**src/rtl/calc_core.sv**
```systemverilog
// Keypad-driven decimal calculator: BCD operand entry, multi-cycle arithmetic
// datapath and a double-dabble conversion of the binary result back to BCD.
module calc_core #(
    parameter int DIGITS = 2
) (
    input  logic                clk,
    input  logic                rst,
    input  logic [11:0]         sw,
    input  logic [7:0]          dipsw,
    output logic [4*DIGITS-1:0] opa_bcd,
    output logic [4*DIGITS-1:0] opb_bcd,
    output logic [2:0]          op_code,
    output logic [8*DIGITS-1:0] res_bcd,
    output logic                res_neg,
    output logic                err,
    output logic                busy,
    output logic                done,
    output logic [2:0]          state
);
    localparam int W   = $clog2(10 ** DIGITS);
    localparam int RW  = 2 * W;
    localparam int NB  = 4 * DIGITS;
    localparam int RB  = 8 * DIGITS;
    localparam int CW  = $clog2(RW + 1);
    localparam int DCW = $clog2(DIGITS + 1);

    typedef enum logic [2:0] {
        S_OPA = 3'd0, S_OPB = 3'd1, S_CALC = 3'd2,
        S_CONV = 3'd3, S_DONE = 3'd4, S_ERR = 3'd5
    } state_t;

    typedef enum logic [2:0] {
        OP_NONE = 3'd0, OP_ADD = 3'd1, OP_SUB = 3'd2,
        OP_MUL = 3'd3, OP_DIV = 3'd4, OP_REM = 3'd5
    } op_t;

    state_t          st, st_n;
    op_t             op_q, key_opc;
    logic [11:0]     sw_q, sw_p;
    logic [7:0]      dip_q, dip_p;
    logic            sw_hit, dip_hit;
    logic            key_digit, key_clr, key_bs, key_op, key_eq;
    logic [3:0]      digit;
    logic [DCW-1:0]  cnt_a, cnt_b;
    logic [CW-1:0]   cnt;
    logic [W-1:0]    a_bin, b_bin, b_sh;
    logic [W-1:0]    q, q_nxt, r, r_nxt;
    logic [W:0]      r_sh;
    logic [RW-1:0]   p, p_nxt;
    logic            div_by_zero;

    function automatic logic [W-1:0] bcd_to_bin(input logic [NB-1:0] bcd);
        logic [W-1:0] acc;
        acc = '0;
        for (int i = DIGITS - 1; i >= 0; i--)
            acc = W'(32'(acc) * 10 + 32'(bcd[4*i +: 4]));
        return acc;
    endfunction

    function automatic logic [RB-1:0] dabble(input logic [RB-1:0] v, input logic b);
        logic [RB-1:0] t;
        t = v;
        for (int i = 0; i < 2 * DIGITS; i++)
            if (t[4*i +: 4] >= 4'd5) t[4*i +: 4] = t[4*i +: 4] + 4'd3;
        return {t[RB-2:0], b};
    endfunction

    // Key edge detection: a key counts only on the first registered sample
    // after an all-released sample; reserved operator bits are masked off.
    always_ff @(posedge clk or posedge rst) begin
        if (rst) begin
            sw_q  <= '0;
            sw_p  <= '0;
            dip_q <= '0;
            dip_p <= '0;
        end else begin
            sw_q  <= sw;
            sw_p  <= sw_q;
            dip_q <= dipsw & 8'hF9;
            dip_p <= dip_q;
        end
    end

    // NOTE: every combinational output gets a default first so no path can infer a latch.
    always_comb begin
        sw_hit    = $onehot(sw_q) && (sw_p == '0);
        dip_hit   = $onehot(dip_q) && (dip_p == '0) && !sw_hit;
        key_digit = sw_hit && (sw_q[11:2] != '0);
        key_clr   = sw_hit && sw_q[1];
        key_bs    = sw_hit && sw_q[0];
        key_op    = dip_hit && (dip_q[7:3] != '0);
        key_eq    = dip_hit && dip_q[0];
        digit     = '0;
        for (int i = 0; i < 10; i++)
            if (sw_q[11-i]) digit = 4'(i);
        key_opc = OP_NONE;
        if      (dip_q[7]) key_opc = OP_ADD;
        else if (dip_q[6]) key_opc = OP_SUB;
        else if (dip_q[5]) key_opc = OP_MUL;
        else if (dip_q[4]) key_opc = OP_DIV;
        else if (dip_q[3]) key_opc = OP_REM;
    end

    assign a_bin       = bcd_to_bin(opa_bcd);
    assign b_bin       = bcd_to_bin(opb_bcd);
    assign div_by_zero = ((op_q == OP_DIV) || (op_q == OP_REM)) && (b_bin == '0);

    always_ff @(posedge clk or posedge rst) begin
        if (rst) st <= S_OPA;
        else     st <= st_n;
    end

    always_comb begin
        st_n = st;
        if (key_clr) begin
            st_n = S_OPA;
        end else begin
            case (st)
                S_OPA:         if (key_op) st_n = S_OPB;
                S_OPB:         if (key_eq) st_n = div_by_zero ? S_ERR : S_CALC;
                S_CALC:        if (cnt == CW'(W - 1)) st_n = S_CONV;
                S_CONV:        if (cnt == CW'(RW - 1)) st_n = S_DONE;
                S_DONE, S_ERR: if (key_digit) st_n = S_OPA;
                default:       st_n = S_OPA;
            endcase
        end
    end

    // One arithmetic step per CALC cycle; add/sub settle in step 0 and hold.
    always_comb begin
        p_nxt = p;
        q_nxt = q;
        r_nxt = r;
        b_sh  = b_bin >> cnt;
        r_sh  = {r, q[W-1]};
        case (op_q)
            OP_ADD: if (cnt == '0) p_nxt = RW'(a_bin) + RW'(b_bin);
            OP_SUB: if (cnt == '0)
                        p_nxt = (a_bin >= b_bin) ? RW'(a_bin - b_bin) : RW'(b_bin - a_bin);
            OP_MUL: if (b_sh[0]) p_nxt = p + (RW'(a_bin) << cnt);
            OP_DIV, OP_REM: begin
                if (r_sh >= {1'b0, b_bin}) begin
                    r_nxt = W'(r_sh - {1'b0, b_bin});
                    q_nxt = {q[W-2:0], 1'b1};
                end else begin
                    r_nxt = r_sh[W-1:0];
                    q_nxt = {q[W-2:0], 1'b0};
                end
                if (cnt == CW'(W - 1))
                    p_nxt = (op_q == OP_DIV) ? RW'(q_nxt) : RW'(r_nxt);
            end
            default: ;
        endcase
    end

    always_ff @(posedge clk or posedge rst) begin
        if (rst) begin
            opa_bcd <= '0;
            opb_bcd <= '0;
            cnt_a   <= '0;
            cnt_b   <= '0;
            op_q    <= OP_NONE;
            res_bcd <= '0;
            res_neg <= 1'b0;
            err     <= 1'b0;
            done    <= 1'b0;
            cnt     <= '0;
            p       <= '0;
            q       <= '0;
            r       <= '0;
        end else begin
            done <= 1'b0;
            if (key_clr) begin
                opa_bcd <= '0;
                opb_bcd <= '0;
                cnt_a   <= '0;
                cnt_b   <= '0;
                op_q    <= OP_NONE;
                res_bcd <= '0;
                res_neg <= 1'b0;
                err     <= 1'b0;
                cnt     <= '0;
                p       <= '0;
                q       <= '0;
                r       <= '0;
            end else begin
                case (st)
                    S_OPA: begin
                        if (key_digit && (cnt_a < DCW'(DIGITS))) begin
                            opa_bcd <= (opa_bcd << 4) | NB'(digit);
                            cnt_a   <= cnt_a + DCW'(1);
                        end else if (key_bs && (cnt_a != '0)) begin
                            opa_bcd <= opa_bcd >> 4;
                            cnt_a   <= cnt_a - DCW'(1);
                        end else if (key_op) begin
                            op_q <= key_opc;
                        end
                    end
                    S_OPB: begin
                        if (key_digit && (cnt_b < DCW'(DIGITS))) begin
                            opb_bcd <= (opb_bcd << 4) | NB'(digit);
                            cnt_b   <= cnt_b + DCW'(1);
                        end else if (key_bs && (cnt_b != '0)) begin
                            opb_bcd <= opb_bcd >> 4;
                            cnt_b   <= cnt_b - DCW'(1);
                        end else if (key_op && (cnt_b == '0)) begin
                            op_q <= key_opc;
                        end else if (key_eq) begin
                            if (div_by_zero) begin
                                err <= 1'b1;
                            end else begin
                                cnt     <= '0;
                                p       <= '0;
                                q       <= a_bin;
                                r       <= '0;
                                res_neg <= 1'b0;
                            end
                        end
                    end
                    S_CALC: begin
                        p <= p_nxt;
                        q <= q_nxt;
                        r <= r_nxt;
                        if ((op_q == OP_SUB) && (cnt == '0)) res_neg <= (a_bin < b_bin);
                        if (cnt == CW'(W - 1)) begin
                            cnt     <= '0;
                            res_bcd <= '0;
                        end else begin
                            cnt <= cnt + CW'(1);
                        end
                    end
                    S_CONV: begin
                        p       <= p << 1;
                        res_bcd <= dabble(res_bcd, p[RW-1]);
                        if (cnt == CW'(RW - 1)) begin
                            cnt  <= '0;
                            done <= 1'b1;
                        end else begin
                            cnt <= cnt + CW'(1);
                        end
                    end
                    S_DONE, S_ERR: begin
                        if (key_digit) begin
                            opa_bcd <= NB'(digit);
                            cnt_a   <= DCW'(1);
                            opb_bcd <= '0;
                            cnt_b   <= '0;
                            op_q    <= OP_NONE;
                            res_bcd <= '0;
                            res_neg <= 1'b0;
                            err     <= 1'b0;
                        end
                    end
                    default: ;
                endcase
            end
        end
    end

    assign op_code = op_q;
    assign state   = st;
    assign busy    = (st == S_CALC) || (st == S_CONV);
endmodule

```
**config.mk**
```make
export PLATFORM = sky130hd
export DESIGN_NAME = calc_core
export DESIGN_NICKNAME = d
export VERILOG_FILES = /design/src/rtl/calc_core.sv
export SDC_FILE = /design/constraint.sdc
export NUM_CORES = 1
export LEC_CHECK = 0
export BUFFER_PORTS_ARGS = -buffer_cell sky130_fd_sc_hd__buf_2
export CORE_MARGIN = 5
export CORE_UTILIZATION = 35
export DETAILED_ROUTE_END_ITERATION = 8
export HOLD_SLACK_MARGIN = 0.06
export SLEW_MARGIN = 20
export SYNTH_ARGS = -nofsm -noshare
export SYNTH_HDL_FRONTEND = slang
export SYNTH_SLANG_ARGS = --single-unit
```
**constraint.sdc**
```tcl
create_clock -name clk -period 8.5 [get_ports clk]
set_input_delay 0.85 -clock clk [delete_from_list [all_inputs] [get_ports clk]]
set_output_delay 0.85 -clock clk [all_outputs]
set_load 0.02 [all_outputs]
```
==> out/qor.yml, run 1 <==
sta:
  setup_tns_ns: 0
  hold_viol_final: 0
  worst_slack_ns: 2.28
  setup_viol: 0
  finalCritPeriodShare_pct: 73.2
  maxSlewHeadroom_pct: 31.4
  period_needed_ns: 6.22
  tightest_slew_ns: 1.03
  drv_slew: 0
  rsz0062_at_grt: "false"
  fmax_ghz: 0.161
  skew_ns: 0.00815
drt:
  drt_iter0_drc: 542
  first_pass_iters: 5
  ant_nets: 0
  vias: 7309
  totalWireLength_um: 24000
  viasPerCell: 5.42
  wl_per_cell_um: 17.8
  route.detailed.drc: 0
cells_and_area:
  areaGrowthSynthToFinish_pct: 14.7
  final_nets: 1119
  utilization_pct: 40.5
  antennaDiodeCount: 0
  drive_gt1_share_pct: 14.1
worst_setup_path:
  crit_arrival_ns: 6.53
  crit_top_cell: "fa_1"
  crit_buf_inv: 2
  r2r_cells: 15
  crit_fanout: 20
  crit_family: "adder cells"
  reg2reg_from: "sw_q[1]"
  max_stage_delay_ns: 0.90
  r2r-end: "opb_bcd[0]"
  crit_path_top_delay_cell: "nor3_2"
  reg2reg_slack_ns: 2.28
  startpoint_type: "flop"
  end_kind: "flop"
  crit_chain: "fa_1, fa_1, inv_1, fa_1, fa_1, inv_1, ha_1, fa_1, nor4_2, nand4_1, nor3_2, a21oi_1, o21ai_1, nand2_1, o41ai_1"
  path_class: "flop to flop"
  cp.required_ns: 8.81
clocking:
  path_clk_slew_ns: 0.06
  cts_tree: "built"
  cts_sinks: 113
  holdBufCountCts: 0
  ctsResizeCount: 0
  h-tree-depth: 4
  insertion_delay_ns: 0.42
  postCtsSetupBuffers: 0
  cts_made_buffers: 17
  clock_path_buffers: 2
  cts_root_buf: "clkbuf_16"
min_path:
  hold_depth: 0
  holdPathEnd: "sw_p[8]"
  min_path_type: "flop to flop"
  min-delay-start: "sw_q[8]"
grt:
  grt_overflow_total: 0
  grt_pass1_wl_um: 39600
  grt_usage_pct: 17.4
  grt_max_degree: 68
  antenna_found_initial: 0
  grt_pass1_vias: 7229
yosys:
  yosysUniqueCellTypes: 86
  async_flop_share_pct: 100
  netlist_instances: 962
  yosysWarnings: 0
  synth-seq-area-share_pct: 33.0
  syn-num-nets: 1069
  synth_edf_count: 0
  avgSynthCellArea_um2: 8.91
  syn-cell-area_um2: 8570
  synth_top_area_share_pct: 33.0
  yosysMostFrequentCell: "dfrtp_1"
  post-synth-top-area-cell: "dfrtp_1"
  synth_area_leaders: "dfrtp_1 (33%), ha_1 (9.6%), nand2_1 (4.9%)"
  ys_ff_latch: 113
  synthFlopType: "dfrtp_1"
  ys_top_cells_by_count: "dfrtp_1 (113), nand2_1 (111), o21ai_0 (74)"
power_and_ir_drop:
  power_density_nw_per_um2: 280
  leakage_uw: 0.00440
  total_power_uw: 2760
  ir_worst_vdd_v: 0.000188
floorplanning:
  die_w_um: 166
  core_um2: 24200
  dieArea_um2: 27700
  initial_utilization_pct: 35.3
  row_count: 57
  io_pins: 64
  die-height_um: 166
status:
  status: "finished, final reports clean"
placement:
  io_buffer_count: 61
  pre_cts_slack_ns: 2.31
  dp_hpwl_um: 17800
  place_congestion: 0.964
job:
  cap_violations: 0
==> worst reg2reg max path, cell delays in order, from the launching register on <==
cell and delay (ns):
dfrtp_1 0.53, fa_1 0.49, fa_1 0.51, inv_1 0.05, fa_1 0.46, fa_1 0.51, inv_1 0.04, ha_1 0.20
fa_1 0.45, nor4_2 0.37, nand4_1 0.36, nor3_2 0.90, a21oi_1 0.21, o21ai_1 0.20, nand2_1 0.36, o41ai_1 0.47
==> area by class of cell <==
class                      count  area [um2]
clock buffer                  17         425
clock inverter                15         245
fill                        2444       14400
inverter                      68         258
multi-input combinational    745        5310
sequential                   113        2830
tap                          324         405
timing repair buffer          67         350
==> sequential cells by signal, summed over array words and instances, names as in the netlist, 2 cells and up <==
| register | flops |
|---|---|
| opa_bcd | 8 |
| sw_q | 12 |
| res_bcd | 16 |
| opb_bcd | 8 |
| sw_p | 12 |
| p | 14 |
| r | 7 |
| cnt | 4 |
| cnt_b | 2 |
| q | 7 |
| dip_q | 6 |
| cnt_a | 2 |
| state | 3 |
| dip_p | 6 |
| op_code | 3 |
==> through the flow <==
stage | instances | hold WS [ns] | instance area (um2)
after floorplan | 962 | 0.374 | 8570
after detailed placement | 1317 | 0.403 | 9150
after global routing | 1349 | 0.451 | 9820
after CTS | 1349 | 0.420 | 9820
after global placement | 1317 | 0.409 | 9150
final | 1349 | 0.423 | 9820
==> logic make-up after synthesis <==
group                      after synthesis  synth area share, %
and+or+nand+nor                        306                 17.3
AOI/OAI and AO/OA                      287                 23.0
DFF                                    113                 33.0
buffers and inverters                  104                 5.11
adders and majority gates               86                 14.2
xor gates and xnor gates                38                 3.88
muxes                                   28                 3.50
==> layout by cell type (no fill, tap or decap), types with 6 or more instances in the layout <==
cell type,synthesis,routed
buf_2,8,61
nand2_1,111,111
inv_1,64,63
fa_1,19,19
a211oi_1,14,14
o21ai_0,74,74
a21oi_1,70,70
mux2i_1,21,21
a31oi_1,7,7
o31ai_1,18,18
nand2b_1,17,17
nand3_1,13,13
buf_4,0,6
dfrtp_1,113,113
xor2_1,15,15
mux2_2,6,6
nor2b_1,11,11
ha_1,66,66
clkbuf_16,0,17
xnor2_1,23,23
nor2_1,71,71
nor3_1,32,30
a22oi_1,8,8
a21o_1,14,14
nor4_1,9,9
==> worst max-delay path by stage <==
stage,startpoint,to,cells after the start
2_1_floorplan,sw_q[1],state[0],16
3_3_place_gp,sw_q[1],opb_bcd[0],15
3_5_place_dp,sw_q[1],opb_bcd[0],15
4_1_cts,sw_q[1],opb_bcd[0],15
5_1_grt,sw_q[1],opb_bcd[0],15
6_report,sw_q[1],opb_bcd[0],15
==> metal layers <==
metal  global-route usage, %  share of wire [%]  vias up
met4                    4.48                1.8        0
met1                    23.9                 46     3539
met5                       0                  0        -
li1                        -                  -     3563
met2                    28.7                 47      182
met3                    3.06                4.5       25
==> where the power goes <==
part | leakage, uW | switching, uW | internal (uW)
Sequential | 0.00147 | 149 | 618
Combinational | 0.00261 | 729 | 428
Clock | 0.000329 | 300 | 531
Total | 0.00440 | 1180 | 1580
No activity file was read; power rests on OpenSTA's default activity.
==> run 2: changes to the inputs <==
Clock period 8.5 ns to 5.4 ns, I/O delays scaled along.
==> run 2 against run 1 <==
Core utilization is 0.75 points higher. Clock-buffer cell count rose by 1. Via count grew 1.4%. Critical path type unchanged. Critical endpoint is now p[9]. Largest power group unchanged.
==> out/qor.yml, run 2 (synthesis gave the netlist of run 1 again) <==
sta:
  finalCritPeriodShare_pct: 96.4  # +23 points
  tightest_slew_ns: 0.979  # -0.0503 ns
  hold_ws_ns: 0.216  # -0.206 ns
  period_needed_ns: 5.20  # -1.02 ns
  skew_ns: 0.0139  # +0.00576 ns
  drv_slew: 0  # unchanged
  rsz0062_at_grt: "true"
  setup_viol: 0  # unchanged
  maxSlewHeadroom_pct: 34.7  # +3.4 points
  fmax_ghz: 0.192  # +20%
  hold_viol_final: 0  # unchanged
  worst_slack_ns: 0.196  # -2.08 ns
  setup_tns_ns: 0  # unchanged
min_path:
  min_path_type: "input port to flop"
cells_and_area:
  final_nets: 1147  # +2.5%
  regMostFlops: "res_bcd"
  fin_area_um2: 10000  # +1.8%
  reg.largest.list: "res_bcd (16), p (14)"
  final_common_cell: "dfrtp_1"
  mostFrequentLayoutCells: "dfrtp_1 (113), nand2_1 (111), o21ai_0 (73)"
  antennaDiodeCount: 0  # unchanged
  areaGrowthSynthToFinish_pct: 16.8
  fillCellCount: 2446  # +0.082%
  drive_gt1_share_pct: 16.8  # +2.7 points
  utilization_pct: 41.3  # +0.75 points
  largest_reg_flops: 16  # unchanged
grt:
  grt_max_degree: 66  # -2.9%
  grt_usage_pct: 17.4  # -0.030 points
  antenna_found_initial: 0  # unchanged
  grt_pass1_vias: 7153  # -1.1%
  grt_pass1_wl_um: 39200  # -1.0%
  grt_overflow_total: 0  # unchanged
clocking:
  h-tree-depth: 4  # unchanged
  clock_path_buffers: 2  # unchanged
  cts_made_buffers: 17  # unchanged
  cts_sinks: 113  # unchanged
  path_clk_slew_ns: 0.06  # about the same
  cts_root_buf: "clkbuf_16"
  holdBufCountCts: 0  # unchanged
  insertion_delay_ns: 0.42  # about the same
  cts_tree: "built"
floorplanning:
  row_count: 57  # unchanged
  die-height_um: 166  # unchanged
  die_w_um: 166  # unchanged
  dieArea_um2: 27700  # unchanged
  core_um2: 24200  # unchanged
  io_pins: 64  # unchanged
  initial_utilization_pct: 35.3  # unchanged
placement:
  placed_cell_area_um2: 9350  # +2.2%
  place_congestion: 0.942  # -2.3%
  pre_cts_slack_ns: 0.0870  # -2.22 ns
  dp_hpwl_um: 18500  # +3.4%
  io_buffer_count: 61  # unchanged
worst_setup_path:
  startpoint_type: "flop"
  reg2reg_slack_ns: 0.20  # -2.08 ns
  crit_fanout: 24  # +20%
  crit_arrival_ns: 5.50  # -1.03 ns
  path_class: "flop to flop"
  cp.required_ns: 5.70  # -3.11 ns
  end_kind: "flop"
power_and_ir_drop:
  ir_worst_vdd_v: 0.000232  # +24%
  leakage_uw: 0.00450  # +2.2%
  power_density_nw_per_um2: 429  # +53%
drt:
  ant_nets: 0  # unchanged
  vias: 7411  # +1.4%
  totalWireLength_um: 24200  # +1.1%
  viasPerCell: 5.38  # -0.67%
  first_pass_iters: 5  # unchanged
  wl_per_cell_um: 17.6  # -1.0%
  route.detailed.drc: 0  # unchanged
  drt_iter0_drc: 610  # +13%
status:
  status: "finished, final reports clean"
job:
  cap_violations: 0  # unchanged
## run 2: changes by cell type in the layout (fill, tap and decap cells not counted), sizes merged
| cell | change |
|---|---|
| buf | +28 |
| bufinv | -4 |
| clkinvlp | +2 |
| clkbuf | +1 |
| inv | +1 |
## run 2: layout make-up
type | instances | area (um2) | area share [%]
multi-input cells | 745 | 5360 | 53.5
well taps | 324 | 405 | 4.05
inverters | 68 | 258 | 2.58
flip-flops and latches | 113 | 2830 | 28.3
clock inverters | 14 | 145 | 1.45
clock buffers | 18 | 439 | 4.39
repair buffers | 95 | 573 | 5.73
## run 2: report_power, final
group	total (uW)	internal [uW]	switching, uW
logic	1960	761	1200
clock network	1130	662	470
registers	1200	973	223
total	4290	2400	1900
## run 2: critical path: stages (launching register included)
cell       delay, ns
dfrtp_1         0.42
fa_1            0.52
fa_1            0.53
inv_1           0.05
fa_1            0.44
fa_1            0.49
inv_1           0.04
ha_1            0.20
fa_1            0.48
nor4_4          0.31
nand4_1         0.22
buf_4           0.22
o2111ai_4       0.22
a311oi_2        0.09
a21bo_4         0.27
o31ai_4         0.24
a21oi_1         0.11
a22o_1          0.22
## run 2: metrics by stage
stage	cells	total power, uW
2_1_floorplan	962	2550
3_3_place_gp	1342	3080
3_5_place_dp	1342	3110
4_1_cts	1374	4260
5_1_grt	1377	4560
6_report	1377	4290
## run 2: final timing paths
check | from | end | cells past startpoint
setup / recovery | sw_q[0] | p[9] | 17
hold / removal | sw[9] | sw_q[9] | 1
setup reg to reg | sw_q[0] | p[9] | 17
hold reg to reg | sw_q[8] | sw_p[8] | 0
max in group asynchronous | rst | cnt[1] | 3
min in group asynchronous | rst | sw_q[2] | 2
## run 2: routing by layer
metal	vias to the layer above	global-route usage (%)	wire (um)
met2	187	28.7	11300
met3	35	2.70	1180
met1	3557	23.6	11100
li1	3632	-	-
met4	0	5.44	608
met5	-	0	0
## run 2: timing repair
action                                  4_1_cts  5_1_grt
endpoints found under the setup margin        0       24
buffers inserted                              0        3
gates resized for setup                       0        9
